`config.mk`:
```
export PLATFORM = sky130hd
export DESIGN_NAME = instr_queue_register
export DESIGN_NICKNAME = d
export VERILOG_FILES = /design/src/rtl/instr_queue_register.sv
export SDC_FILE = /design/constraint.sdc
export NUM_CORES = 1
export LEC_CHECK = 0
export BUFFER_PORTS_ARGS = -buffer_cell sky130_fd_sc_hd__buf_4
export CAP_MARGIN = 20
export CORE_MARGIN = 8
export CORE_UTILIZATION = 35
export DETAILED_ROUTE_END_ITERATION = 8
export PLACE_DENSITY = 0.56
export SLEW_MARGIN = 10
export SYNTH_ARGS = -nofsm -noshare
export SYNTH_HDL_FRONTEND = slang
export SYNTH_SLANG_ARGS = --single-unit
```
`constraint.sdc`:
```
create_clock -name clk -period 6.7 [get_ports clk]
set_input_delay 1.34 -clock clk [delete_from_list [all_inputs] [get_ports clk]]
set_output_delay 1.34 -clock clk [all_outputs]
set_load 0.05 [all_outputs]
```
`src/rtl/instr_queue_register.sv`:
```
// DEPTH-entry instruction prefetch queue feeding a registered IR with decoded field outputs.
// Optional stored-parity checking on pop is enabled by defining IR_PARITY_EN.
module instr_queue_register #(
    parameter int INSTR_W = 16,
    parameter int OPC_W   = 4,
    parameter int REG_W   = 4,
    parameter int DEPTH   = 4,
    localparam int CNT_W  = $clog2(DEPTH + 1),
    localparam int PTR_W  = $clog2(DEPTH)
) (
    input  logic               clk,
    input  logic               rst,
    input  logic [INSTR_W-1:0] D_MemData,
    input  logic               C_FetchValid,
    output logic               C_FetchReady,
    input  logic               C_IRWrite,
    input  logic               C_Flush,
`ifdef IR_PARITY_EN
    input  logic               D_MemParity,
    output logic               C_ParityErr,
`endif
    output logic [INSTR_W-1:0] D_Instr,
    output logic [OPC_W-1:0]   OPCODE,
    output logic [REG_W-1:0]   FUNCFIELD,
    output logic [REG_W-1:0]   A_ReadReg1RT,
    output logic [REG_W-1:0]   A_ReadReg2RT,
    output logic [REG_W-1:0]   A_WriteRegRT_BT,
    output logic [REG_W/2-1:0] A_Offset,
    output logic [REG_W/2-1:0] A_RegSWLW,
    output logic               C_IRValid,
    output logic [CNT_W-1:0]   C_Count
);

    logic [INSTR_W-1:0] mem_q [DEPTH];
    logic [PTR_W-1:0]   rd_ptr_q, rd_ptr_d;
    logic [PTR_W-1:0]   wr_ptr_q, wr_ptr_d;
    logic [CNT_W-1:0]   count_q, count_d;
    logic [INSTR_W-1:0] instr_q, instr_d;
    logic               ir_valid_q, ir_valid_d;
    logic               do_push, do_pop;
`ifdef IR_PARITY_EN
    logic               par_mem_q [DEPTH];
    logic               par_err_q, par_err_d;
`endif

    function automatic logic [PTR_W-1:0] wrap_inc(input logic [PTR_W-1:0] p);
        return (p == PTR_W'(DEPTH - 1)) ? '0 : p + PTR_W'(1);
    endfunction

    // Ready is derived from the registered count only, so a pop never frees room for a same-cycle push.
    assign C_FetchReady = (count_q < CNT_W'(DEPTH)) && rst;
    assign do_push      = C_FetchValid && C_FetchReady && !C_Flush;
    assign do_pop       = C_IRWrite && (count_q != '0) && !C_Flush;

    always_comb begin
        rd_ptr_d   = rd_ptr_q;
        wr_ptr_d   = wr_ptr_q;
        count_d    = count_q;
        instr_d    = instr_q;
        ir_valid_d = ir_valid_q;
`ifdef IR_PARITY_EN
        par_err_d  = par_err_q;
`endif
        if (C_Flush) begin
            rd_ptr_d   = '0;
            wr_ptr_d   = '0;
            count_d    = '0;
            ir_valid_d = 1'b0;
`ifdef IR_PARITY_EN
            par_err_d  = 1'b0;
`endif
        end else begin
            if (do_push) begin
                wr_ptr_d = wrap_inc(wr_ptr_q);
            end
            if (C_IRWrite) begin
                if (do_pop) begin
                    instr_d    = mem_q[rd_ptr_q];
                    ir_valid_d = 1'b1;
                    rd_ptr_d   = wrap_inc(rd_ptr_q);
`ifdef IR_PARITY_EN
                    if (par_mem_q[rd_ptr_q] != ^mem_q[rd_ptr_q]) begin
                        par_err_d = 1'b1;
                    end
`endif
                end else begin
                    ir_valid_d = 1'b0;
                end
            end
            unique case ({do_push, do_pop})
                2'b10:   count_d = count_q + CNT_W'(1);
                2'b01:   count_d = count_q - CNT_W'(1);
                default: count_d = count_q;
            endcase
        end
    end

    always_ff @(posedge clk or negedge rst) begin
        if (!rst) begin
            rd_ptr_q   <= '0;
            wr_ptr_q   <= '0;
            count_q    <= '0;
            instr_q    <= '0;
            ir_valid_q <= 1'b0;
`ifdef IR_PARITY_EN
            par_err_q  <= 1'b0;
`endif
        end else begin
            rd_ptr_q   <= rd_ptr_d;
            wr_ptr_q   <= wr_ptr_d;
            count_q    <= count_d;
            instr_q    <= instr_d;
            ir_valid_q <= ir_valid_d;
`ifdef IR_PARITY_EN
            par_err_q  <= par_err_d;
`endif
        end
    end

    // Storage is not reset; only entries between the pointers are ever read.
    always_ff @(posedge clk) begin
        if (do_push) begin
            mem_q[wr_ptr_q] <= D_MemData;
`ifdef IR_PARITY_EN
            par_mem_q[wr_ptr_q] <= D_MemParity;
`endif
        end
    end

    assign D_Instr         = instr_q;
    assign OPCODE          = instr_q[INSTR_W-1 -: OPC_W];
    assign FUNCFIELD       = instr_q[REG_W-1:0];
    assign A_ReadReg1RT    = instr_q[2*REG_W-1:REG_W];
    assign A_ReadReg2RT    = instr_q[REG_W-1:0];
    assign A_WriteRegRT_BT = instr_q[3*REG_W-1:2*REG_W];
    assign A_Offset        = instr_q[2*REG_W +: REG_W/2];
    assign A_RegSWLW       = instr_q[3*REG_W-1 -: REG_W/2];
    assign C_IRValid       = ir_valid_q;
    assign C_Count         = count_q;
`ifdef IR_PARITY_EN
    assign C_ParityErr     = par_err_q;
`endif

endmodule

```
Yosys cells after proc, flatten, opt, wreduce, memory -nomap -nowiden --
Memory sizes are Yosys's and may differ from the RTL's. A register that Yosys moved wholly into a read port is not among the register bits. Index checks and enable logic that the tools add are counted.
Cells by class: add/subtract/negate cells 4, multipliers 0, div/mod/pow operators 0, magnitude comparators 1, equality and inequality tests 4, shift operators 0, mux-type cells 14, bitwise operators 1, reduce and logical (&&, ||, !) cells 14
Operators by type and width (count):
- $mux 2 | 7
- $eq 2x2->1 const B | 3
- $pmux 3 s2 | 1
- $reduce_bool 2->1 | 3
- $reduce_bool 3->1 | 2
- $logic_and 1x1->1 | 5
- $mux 1 | 5
- $add 2x1->2 const B | 2
- $add 3x1->3 const B | 1
- $lt 3x3->1 const B | 1
- $mux 3 | 1
- $reduce_and 3->1 | 1
- $sub 3x1->3 const B | 1
- $eq 2x1->1 const B | 1
- $logic_not 1->1 | 2
- $reduce_and 2->1 | 1
- $not 1->1 | 1
Storage, ports and cells: register bits after elaboration 8, latch bits 0, bits in writable memories 64, bits in read-only memories 0, input port bits 21, output and inout port bits 45, word-level logic and storage cells 43, memories 1
Memories:
- mem_q | depth 4, bits a word 16, rd ports 1, clocked after Yosys merged registers in 1, wr ports 1, line 34 | logic [INSTR_W-1:0] mem_q [DEPTH];

Logic depth before layout (Yosys ltp) --
depth in word-level cells 7, gate-level depth with buffers 9, mapped depth without buffers 7

Least setup slack after synthesis --
Ideal clock, no wire load.
path type input to register, start input rst, end register count_q[1] (netlist: C_Count[1]), data arrival time 3.750 ns, required time 6.596 ns, setup slack 2.846 ns, stages 6, path through nor2b_1 nand2_1 and2_1 fa_1 or4b_1 o311ai_1
On the way: word-level cells in the longest chain between the ends 6, elaborated cells on any way between the ends 8, classes of those cells 2 x eq/ne; 2 x mux; 4 x reduce/logical
Ends and longest elaborated chain:
- start: declaration | line 12 | input logic rst,
- $logic_and 1x1->1 * | line 51 | assign C_FetchReady = (count_q < CNT_W'(DEPTH)) && rst;
- $logic_and 1x1->1 * (2 in a row) | line 52 | assign do_push = C_FetchValid && C_FetchReady && !C_Flush;
- $eq 2x1->1 or $eq 2x2->1 (tied branches) | line 90 | unique case ({do_push, do_pop})
- $pmux 3 s2 | line 90
- $mux 3 | line 64 | if (C_Flush) begin
- end signal: assignment | line 111 | count_q <= count_d;
- end: declaration | line 37 | logic [CNT_W-1:0] count_q, count_d;
Mark *: on every way between the ends. The rest lies on a longest branch, timed or not. A chain may end at the register's enable or synchronous reset.

Final worst setup path --
start input rst, end output C_FetchReady
On the way: word-level cells in the longest chain between the ends 1
Ends and longest elaborated chain:
- $logic_and 1x1->1 | line 51
- end: declaration | line 15 | output logic C_FetchReady,
No other way between the ends.

==> impl_results.md <==
* Status: completed
* Worst path top cell family by delay: buffers and inverters
* Post-route antenna net violation count at 0
* Die W at roughly 120 um
* Ys Warns at 0
* GRT Util Overall at 9.97%
* Post-route insts no fill at 383
* Site row count at 37
* Number of synthesized flops with an enable pin at 64
* Clock power share at a little under a fifth
* Mapped Cells at 196
* Slew margin rel. at between 40% and 50%
* Crit-path cells: buf_4, nor2b_1, buf_4
* Synth Area in Compound Gates at 1.08%
* Maximum VDD drop at roughly 0.00023 V
* Cts hold-fix bufs at 0
* GP Congestion at 0.654
* Synth-to-layout area growth at 17.7%
* Final setup violation count at 0
* PostCTS Resize Cnt at 0
* Post-DP HPWL at roughly 4.3 mm
* Internal power at 1.05 mW
* First-pass GRT wire length at roughly 11 mm
* Critical Path RT at 5.36 ns
* Post-Synth Simple-Gate Area at 3.62%
* Final TNS setup at 0 ns
* Total core area at 10100 um^2
* Synth area leaders: edfxtp_1, dfrtp_1, mux4_2, buf_4, mux2_2
* Combinational Power Share at between 40% and 50%
* Buf/Inv on CP at 2
* CTS Buf Count at 9
* # Max-Cap Violations at 0
* Wire length per cell at roughly 17 um
* Seq/Total Area, Yosys at a little over two thirds
* Post-synthesis mux area share at between 15 and 20%
* Area leader, netlist: edfxtp_1
* Hold Path Class: flip-flop to flip-flop
* CTS max path bufs at 2
* DRC errors left at 0
* Worst-Skew Late Latency at 0.34 ns
* Final worst path period share at 52.1%
* Worst setup SP type: primary input
* Adder-Cell Fraction of Synth Area at between 1.5 and 2%
* Number of global-route vias before repair at 2006
* Clock transition at the registers of the reported paths at 0.08 ns
* Most frequent CP cell: buf_4
* Commonest cells post-synth: edfxtp_1, buf_4, dfrtp_1
* Share of cells above drive strength 1 at 45.3%
* Pwr Total at 1.84 mW
* Ant diodes at 0
* Fmax at 286 MHz
* I/O Buffers at 65
* Largest net degree at the start of global routing at 26
* Post-synth cell types at 31
* Maximum fanout along the worst path at 25
* Initial antenna violation count at 0
* Placement Setup Slack at ~3.1 ns
* DR iter-0 viols at 105
* CTS tree: done
* Main combinational cell family by area after synthesis: multiplexers
* Yosys top cell area share at 53.5%
* Cell area power density at between 400 and 500 nW/um^2
* Fin crit period at 3.49 ns
* Critical Path AT at about 2.2 ns
* Post-Synth XOR/XNOR Area at between 1 and 1.5%
* Leak at 1.57 nW
* CP Class: primary input to output port
* Net Switching at 0.788 mW
* Fin nets at 268
* CTS Root Cell: clkbuf_8
* Synthesized Nets at roughly 220
* Worst Setup End Kind: output port
* Drt total wl at between 6 and 7 mm
* Vias per inst at between 4 and 5
* DRT Pass-1 Iters at 4
* Final Hold Viols at 0
* Placed Instance Area at 4040 um^2
* Starting density of the core at between 30 and 40%
* CTS Sinks at 88
* # fillers at 936
* Final WS setup at 3.21 ns
* RSZ-0062 raised after global routing: no
* Worst slew pin tran at ~0.9 ns
* Die Span Y at approximately 120 um
* Setup Skew at 0.00918 ns
* Ys flop type: edfxtp_1
* Avg Cell Area, Syn at around 18 um^2
* Switch share at 42.8%
* Postcts setup bufs at 0
* GRT overflow at 0
* H-tree levels at 3
* Most frequent cell after synthesis: edfxtp_1
* Worst path slowest cell: buf_4
* Max incr delay on CP at 0.30 ns
* Total die area at 13800 um^2
* Slew Limit Fails at 0
* #FFs+latches synth at 88
* I/O pin count at 66
* Asr flop ratio synth at 27.3%
* Mapped Area at 3590 um^2
* Via count at 1740
* Fin area at ~4200 um^2
* Seq pwr share at roughly 38%
* Post-Place Cells at roughly 370
state kept, by name (all words and copies together), names as in the netlist:
register / count
C_Count: 3
C_IRValid: 1
D_Instr: 16
mem_q: 64
rd_ptr_q: 2
wr_ptr_q: 2
kinds of logic after synthesis:
logic type      count (synthesis)
flops                          88
buf+inv                        34
mux                            34
xor+xnor                        5
simple gates                   24
fa+ha+maj                       5
compound gates                  6
final timing paths:
path                                   from      endpoint  slack [ns]  cells past startpoint
max in group asynchronous               rst   wr_ptr_q[0]        5.55                      1
worst max-delay path                    rst  C_FetchReady        3.21                      3
min in group asynchronous               rst    D_Instr[1]        0.89                      1
worst min register to register  D_Instr[13]   D_Instr[13]        0.54                      1
worst max register to register   C_Count[0]    C_Count[1]        3.95                      6
worst min-delay path            D_Instr[13]   D_Instr[13]        0.54                      1
layout by cell type, fill, tap and decap left out:
master       n
a21oi_1      1
a31oi_1      1
and2_1       5
and3_1       1
and3b_1      1
buf_4       66
bufinv_16    1
clkbuf_1     1
clkbuf_8     9
clkinv_1     1
clkinv_2     2
clkinv_4     1
clkinvlp_4   1
dfrtp_1     24
edfxtp_1    64
fa_1         1
ha_1         4
inv_1        3
mux2_2      16
mux2i_1      2
mux4_2      16
nand2_1      4
nand2b_1     1
nand3_1      1
nand4b_1     1
nor2_1       7
nor2b_1      1
o21ai_0      2
o311ai_1     1
o31a_1       1
or3_1        1
or4b_1       1
xnor2_1      3
xor2_1       2
power groups by stage:
stage / Sequential, mW / Combinational [mW] / Clock, mW
floorplan: 0.881 / 0.483 / 0
global placement: 0.713 / 0.803 / 0
finish: 0.700 / 0.793 / 0.348
global route: 0.714 / 0.823 / 0.381
CTS: 0.704 / 0.804 / 0.362
detailed placement: 0.715 / 0.804 / 0
layer usage:
metal	vias to the layer above	GRT usage (%)	routed length, um
li1	807	-	-
met1	879	11.3	2780
met2	47	16.9	3370
met3	7	3.36	326
met4	0	4.06	102
met5	-	0	0
area by class of cell:
type	instances	area (um^2)	share of cell area, %
Clock inverter	6	60.1	1.42
Inverter	3	11.3	0.266
Clock buffer	10	128	3.02
Sequential cell	88	2520	59.6
Tap cell	136	170	4.02
Timing Repair Buffer	66	495	11.7
Multi-Input combinational cell	74	843	19.9
stage by stage:
step                hold slack (ns)  utilization [%]
finish                        0.540             41.7
global route                  0.572             41.7
CTS                           0.548             41.7
detailed placement            0.529             39.9
global placement              0.522             39.9
floorplan                     0.542                -
Power figures use the tool's default switching activity.
